$ cat src/rtl/cpu_sequencer.sv
// Multi-cycle fetch/decode/execute/memory/writeback sequencer for the 32-bit datapath.
// Generates IR/PC/regfile/data-memory strobes, run control, illegal-op halt and perf counters.
//
// state | meaning
// IDLE  | stopped, waiting for start
// IF    | fetch, latch instruction register
// ID    | decode opcode, trap illegal
// EX    | execute; branches/jumps retire here
// MEM   | data-memory access, held until mem_ready
// WB    | register-file write and PC update
// HALT  | illegal opcode seen; only rstd leaves
module cpu_sequencer #(
  parameter int CNT_W = 32
) (
  input  logic             clk,
  input  logic             rstd,
  input  logic             start,
  input  logic             stop,
  input  logic [5:0]       op,
  input  logic             mem_ready,
  output logic             ir_load,
  output logic             pc_we,
  output logic             rf_wren_n,
  output logic [3:0]       dm_wren_n,
  output logic             mem_req,
  output logic             busy,
  output logic             illegal,
  output logic [2:0]       state,
  output logic [CNT_W-1:0] cycle_cnt,
  output logic [CNT_W-1:0] instr_cnt
);

  localparam logic [2:0] S_IDLE = 3'd0;
  localparam logic [2:0] S_IF   = 3'd1;
  localparam logic [2:0] S_ID   = 3'd2;
  localparam logic [2:0] S_EX   = 3'd3;
  localparam logic [2:0] S_MEM  = 3'd4;
  localparam logic [2:0] S_WB   = 3'd5;
  localparam logic [2:0] S_HALT = 3'd6;

  logic       cls_wb;
  logic       cls_load;
  logic       cls_store;
  logic       cls_branch;
  logic       op_legal;
  logic [3:0] store_lanes;
  logic [2:0] state_nxt;
  logic       set_illegal;
  logic       mem_done;

  // Opcode classes; ALU, LUI and JAL share the writeback path
  always_comb begin
    cls_wb      = 1'b0;
    cls_load    = 1'b0;
    cls_store   = 1'b0;
    cls_branch  = 1'b0;
    store_lanes = 4'b1111;
    case (op)
      6'd0, 6'd1, 6'd3, 6'd4, 6'd5, 6'd6, 6'd41: cls_wb = 1'b1;
      6'd16, 6'd18, 6'd20:                        cls_load = 1'b1;
      6'd24: begin
        cls_store   = 1'b1;
        store_lanes = 4'b0000;
      end
      6'd26: begin
        cls_store   = 1'b1;
        store_lanes = 4'b1100;
      end
      6'd28: begin
        cls_store   = 1'b1;
        store_lanes = 4'b1110;
      end
      6'd32, 6'd33, 6'd34, 6'd35, 6'd40, 6'd42:   cls_branch = 1'b1;
      default: ;
    endcase
  end

  assign op_legal = cls_wb | cls_load | cls_store | cls_branch;
  assign mem_done = (state == S_MEM) && mem_ready;

  always_comb begin
    state_nxt   = state;
    set_illegal = 1'b0;
    case (state)
      S_IDLE: begin
        if (start && !stop) state_nxt = S_IF;
      end
      S_IF:   state_nxt = S_ID;
      S_ID: begin
        if (op_legal) begin
          state_nxt = S_EX;
        end else begin
          state_nxt   = S_HALT;
          set_illegal = 1'b1;
        end
      end
      S_EX: begin
        if (cls_branch)                state_nxt = stop ? S_IDLE : S_IF;
        else if (cls_wb)               state_nxt = S_WB;
        else if (cls_load | cls_store) state_nxt = S_MEM;
        else begin
          // opcode changed after decode; treat like a decode trap
          state_nxt   = S_HALT;
          set_illegal = 1'b1;
        end
      end
      S_MEM: begin
        if (mem_ready) begin
          if (cls_store) state_nxt = stop ? S_IDLE : S_IF;
          else           state_nxt = S_WB;
        end
      end
      S_WB:   state_nxt = stop ? S_IDLE : S_IF;
      S_HALT: state_nxt = S_HALT;
      default: state_nxt = S_IDLE;
    endcase
  end

  always_ff @(posedge clk) begin
    if (rstd) begin
      state   <= S_IDLE;
      illegal <= 1'b0;
    end else begin
      state <= state_nxt;
      if (set_illegal) illegal <= 1'b1;
    end
  end

  always_comb begin
    ir_load   = (state == S_IF);
    rf_wren_n = (state != S_WB);
    mem_req   = (state == S_MEM);
    busy      = (state != S_IDLE) && (state != S_HALT);
    pc_we     = (state == S_WB)
              | ((state == S_EX) & cls_branch)
              | (mem_done & cls_store);
    dm_wren_n = (mem_done && cls_store) ? store_lanes : 4'b1111;
  end

  // Counters wrap freely and only clear on reset
  always_ff @(posedge clk) begin
    if (rstd) begin
      cycle_cnt <= '0;
      instr_cnt <= '0;
    end else begin
      if (busy)  cycle_cnt <= cycle_cnt + CNT_W'(1);
      if (pc_we) instr_cnt <= instr_cnt + CNT_W'(1);
    end
  end

endmodule

$ cat config.mk
export PLATFORM = sky130hd
export DESIGN_NAME = cpu_sequencer
export DESIGN_NICKNAME = d
export VERILOG_FILES = /design/src/rtl/cpu_sequencer.sv
export SDC_FILE = /design/constraint.sdc
export NUM_CORES = 1
export LEC_CHECK = 0
export ABC_CLOCK_PERIOD_IN_PS = 5170
export CAP_MARGIN = 10
export CORE_ASPECT_RATIO = 0.5
export CORE_MARGIN = 5
export CORE_UTILIZATION = 30
export DETAILED_ROUTE_END_ITERATION = 8
export PLACE_DENSITY = 0.65
export SLEW_MARGIN = 20
export SYNTH_ARGS = -nofsm -noshare
export SYNTH_HDL_FRONTEND = slang
export SYNTH_SLANG_ARGS = --single-unit
$ cat constraint.sdc
create_clock -name clk -period 5.17 [get_ports clk]
set_input_delay 1.551 -clock clk [delete_from_list [all_inputs] [get_ports clk]]
set_output_delay 1.551 -clock clk [all_outputs]
set_load 0.005 [all_outputs]
; ---- Yosys cells after proc, flatten, opt, wreduce, memory -nomap -nowiden
; Cells that the tools add are included.
[classes]
n_addsub = 2
eq_ne = 28
muxes = 20
bitwise = 8
n_reduce_logical = 13
[ops]
columns = op, n
row1 = 32-bit by 1-bit adder with 32-bit output (second input constant), 2
row2 = 6-bit == test (second input constant), 7
row3 = 6-bit by 5-bit == test with 1-bit output (second input constant), 6
row4 = 3-bit case mux with 7 select lines, 1
row5 = 6-bit by 3-bit == test with 1-bit output (second input constant), 3
row6 = 3-bit 2-to-1 mux, 5
row7 = 4-bit case mux with 3 select lines, 1
row8 = 3-bit == test (second input constant), 3
row9 = 1-bit 2-to-1 mux, 9
row10 = 7-bit OR reduction, 1
row11 = 3-bit by 2-bit == test with 1-bit output (second input constant), 2
row12 = 6-bit by 1-bit == test with 1-bit output (second input constant), 1
row13 = 6-bit by 2-bit == test with 1-bit output (second input constant), 1
row14 = 6-bit logical NOT, 1
row15 = 3-bit != test (second input constant), 2
row16 = 1-bit OR, 6
row17 = 3-bit OR reduction, 2
row18 = 6-bit OR reduction, 1
row19 = 1-bit logical AND, 4
row20 = 2-bit 2-to-1 mux, 2
row21 = 4-bit 2-to-1 mux, 1
row22 = 2-bit != test (second input constant), 2
row23 = 3-bit by 1-bit == test with 1-bit output (second input constant), 1
row24 = 3-bit logical NOT, 1
row25 = other kinds (5), 6
[totals]
reg_bits = 68
input_bits = 11

; ---- Logic depth before layout (Yosys ltp)
[logic_depth]
word_depth = 8
depth_mapped = 9
ltp_nobuf = 6

; ---- Least setup slack after synthesis
; OpenSTA, ideal clock, no wires.
[synth_timing]
kind = in2out
startpoint = input port op[5]
endpoint = output port dm_wren_n[3]
t_arrival_ps = 2727
required_time_ps = 3619
slack_ps = 892
path_stages = 5
n_path_buf = 1
path_cell_list = and4bb_2 > nand2_1 > or3_1 > or2_2 > buf_4
[synth_between]
elab_chain_len = 5
word_cells_on_any_way = 8
cone_classes = eq/ne (3) / mux (3) / reduce/logical (2)
[synth_rtl]
columns = item, line_no
row1 = "start, declared", 19  ; input logic [5:0] op,
row2 = 6-bit by 5-bit == test with 1-bit output, 58  ; case (op)
row3 = 3-bit OR reduction (no source line), -
row4 = 1-bit 2-to-1 mux, 58
row5 = 1-bit logical AND, 137  ; dm_wren_n = (mem_done && cls_store) ? store_lanes : 4'b1111;
row6 = 4-bit 2-to-1 mux *, 137
row7 = "end, declared", 24  ; output logic [3:0] dm_wren_n,
; Mark *: on every way between the ends. The rest lies on a longest branch, timed or not.

; ---- Worst setup path in the final report
[layout_timing]
startpoint = input port op[5]
endpoint = output port dm_wren_n[2]
; The elaborated chain is that of the path after synthesis.

==> metrics.csv <==
stage,metric,value,unit
clock_tree,clock_latency,0.33,ns
global_route,grt-ovfl-total,0,
timing,hold_viol_final,0,
synthesis,synthCells,429,
global_route,grt_first_pass_wirelength,15400,µm
critical_path,crit_fanout,4,
power,peakVddDrop,138,µV
floorplan,rows,27,
synthesis,yosysSeqAreaShare,38.7,%
clock_tree,clk_pin_slew,0.05,ns
detailed_routing,drt_iter0_markers,203,
synthesis,synth.distinct_cells,57,
synthesis,yosys-top-cells-area,"dfxtp_1 (39%), xnor2_1 (8.0%), nor2_1 (5.7%)",
timing,holdWs,0.478,ns
floorplan,die_area,14100,µm²
synthesis,yosysTopAreaCell,dfxtp_1,
critical_path,crit_top_cell,clkdlybuf4s50_1,
finish,antenna_cells,0,
timing,slew_violations,0,
detailed_routing,drt_pass1_iterations,4,
clock_tree,cts.sink_count,68,
critical_path,reg2reg_from,state[2]$_SDFFE_PP0P_,
critical_path,crit_type,in -> out,
detailed_routing,ant_nets,0,
worst_hold_path,hold_path_depth,2,
finish,area_delta_synth_final,38.9,%
synthesis,syn_avg_cell_area,8.20,µm²
floorplan,initial_utilization,31.4,%
floorplan,design.core.area,11200,µm²
worst_hold_path,min_to,illegal$_SDFFE_PP0P_,
timing,slew_headroom,54.9,%
synthesis,synthArstFlopShare,0,%
synthesis,ys_ff_latch,68,
detailed_routing,num_vias,3354,
clock_tree,cts_tree,done,
timing,finalClockSkew,0.00688,ns
clock_tree,hold_buffers,0,
run_status,outcome,"complete, no violations",
detailed_routing,drc_errors,0,
synthesis,synthFlopType,dfxtp_1,
timing,final.period_utilization,97.9,%
clock_tree,cts_buffers,9,
global_route,globalRouteTotalUtil,13.1,%
critical_path,cpPeakStageDelay,0.46,ns
floorplan,chipWidth,163,µm
finish,drive_gt1_share,8.99,%
clock_tree,ctsLongestPathBuffers,2,
critical_path,worstPathRequired,3.62,ns
power,power_per_cell_area,271,nW/µm²
critical_path,regToRegSetupSlack,2.89,ns
timing,fin_setup_tns,0,ns
power,leakage,1.55,nW
synthesis,synth_top_area_share,38.7,%
detailed_routing,drt_wl_total,9220,µm
worst_hold_path,hold_class,reg -> reg,
synthesis,synth_fp_nets,442,
timing,fin_crit,5.06,ns
detailed_routing,routed_via_density,4.92,
clock_tree,htree_levels,3,
critical_path,crit_path_start_kind,primary input,
global_route,antenna_found_initial,0,
synthesis,synth.cell_area,3520,µm²
critical_path,cp_slowest_cell,clkdlybuf4s50_1,
place,portBuffers,87,
floorplan,ios,88,
critical_path,cp.arrival,3.51,ns
timing,rsz0062_at_grt,false,
timing,tightestPinTransition,0.668,ns
place,dp_hpwl,6480,µm
floorplan,die_h,86.6,µm
timing,setup_viol,0,
critical_path,r2r_cells,7,
synthesis,synth_edf_count,0,
worst_hold_path,min_from,illegal$_SDFFE_PP0P_,
global_route,grt_max_degree,40,
detailed_routing,post_drt_wl_per_cell,13.5,µm
job,drv_cap,0,
clock_tree,root_buffer,clkbuf_16,
critical_path,rr_endpoint,cycle_cnt[30]$_SDFFE_PP0P_,
synthesis,yosys_warnings,0,
global_route,grt_pass1_vias,3164,
critical_path,crit_path_end_kind,primary output,
critical_path,path_cells,"clkdlybuf4s50_1, and4bb_2, nand2_1, or3_1, or2_2, clkdlybuf4s50_1",
finish,nets,531,
timing,fmaxAchievable,0.198,GHz
place,place.gp.congestion,0.830,
synth_stat cells, drive strengths merged, types with 2 or more instances:
library cell  number
nor2b              7
and4               7
and2               4
or4                6
mux2               3
nand4             16
nor4              15
dfxtp             68
buf                9
and3               2
a211oi             3
clkbuf            12
nor2              53
or3               17
nand2b             3
o21ai             18
a31oi              3
inv               16
ha                 2
nor3b              2
nand3             21
a21oi             25
o31ai              6
nand3b             3
nand2             31
nor3              15
xor2               6
a31o               2
xnor2             32
or2                3
cell type report:
type                    instances  area [µm²]
inverters                      16        60.1
clock buffers                  12         256
multi-input cells             324        2010
fillers                      1127        6330
clock inverters                 4        47.5
well taps                     159         199
flip-flops and latches         68        1360
repair buffers                 99         956
registers in the layout (all words and copies together), names as in the netlist:
name and count:
cycle_cnt 32, illegal 1, instr_cnt 32, state 3
how the worst max path moves through the flow:
stage          startpoint            to  slack, ns  depth (start not counted)
2_1_floorplan       op[5]  dm_wren_n[3]       0.89                          5
3_3_place_gp        op[5]  dm_wren_n[2]       0.14                          6
3_5_place_dp        op[5]  dm_wren_n[2]       0.10                          6
4_1_cts             op[5]  dm_wren_n[2]       0.10                          6
5_1_grt             op[0]  dm_wren_n[2]       0.02                          6
6_report            op[5]  dm_wren_n[2]       0.11                          6
critical path: cells and delay by family:
kind / cells / cell delay, ns
and+or+nand+nor: 4 / 1.08
buffers and inverters: 2 / 0.88
timing repair:
action	CTS	global route
setup endpoints to repair	0	1
hold endpoints to repair	0	0
gates resized for setup	0	1
setup buffers	0	0
metal layers:
layer | up-vias | GRT usage (%) | part of all wire, %
met5 | - | 0 | 0
met2 | 49 | 21.9 | 47
met3 | 7 | 3.37 | 3.3
li1 | 1731 | - | -
met4 | 0 | 3.50 | 0.85
met1 | 1567 | 17.0 | 49
report_power, final:
group,leakage (nW),switching [W],internal (W)
clock,0.149,0.000221,0.000398
sequential,0.548,0.0000220,0.000535
combinational,0.850,0.0000734,0.0000738
total,1.55,0.000316,0.00101
placed cells by master, fill, tap and decap left out, drive strengths merged, types with 6 or more instances in the layout:
| cell type | instances |
|---|---|
| clkbuf | 12 |
| or4 | 6 |
| nand2 | 31 |
| buf | 13 |
| clkdlybuf4s50 | 86 |
| xnor2 | 32 |
| xor2 | 6 |
| nor2b | 7 |
| nand3 | 21 |
| a21oi | 25 |
| inv | 16 |
| nand4 | 16 |
| nor4 | 15 |
| and4 | 7 |
| o21ai | 18 |
| dfxtp | 68 |
| nor2 | 53 |
| o31ai | 6 |
| nor3 | 15 |
| or3 | 17 |
cells by family (layout without fill, tap and decap cells):
group,Yosys count,in the layout,share of synthesized area [%]
XOR/XNOR,38,38,9.46
AND/OR/NAND/NOR,209,209,32.6
flip-flops,68,68,38.7
adder cells (fa/ha/maj),2,2,0.711
multiplexers,4,4,1.24
AO/OA/AOI/OAI,71,71,12.6
buffers and inverters,37,131,4.62
per-stage QoR:
| step | std cells | total power, W | setup slack [ns] | utilization [%] | area [µm²] |
|---|---|---|---|---|---|
| floorplan | 429 | 0.000645 | 0.892 | - | 3520 |
| global placement | 666 | 0.000716 | 0.143 | 40.8 | 4580 |
| detailed placement | 666 | 0.000717 | 0.105 | 40.8 | 4580 |
| CTS | 682 | 0.00134 | 0.100 | 43.5 | 4880 |
| global route | 682 | 0.00138 | 0.0171 | 43.6 | 4890 |
| finish | 682 | 0.00132 | 0.107 | 43.6 | 4890 |
(Power assumes the default switching activity.)
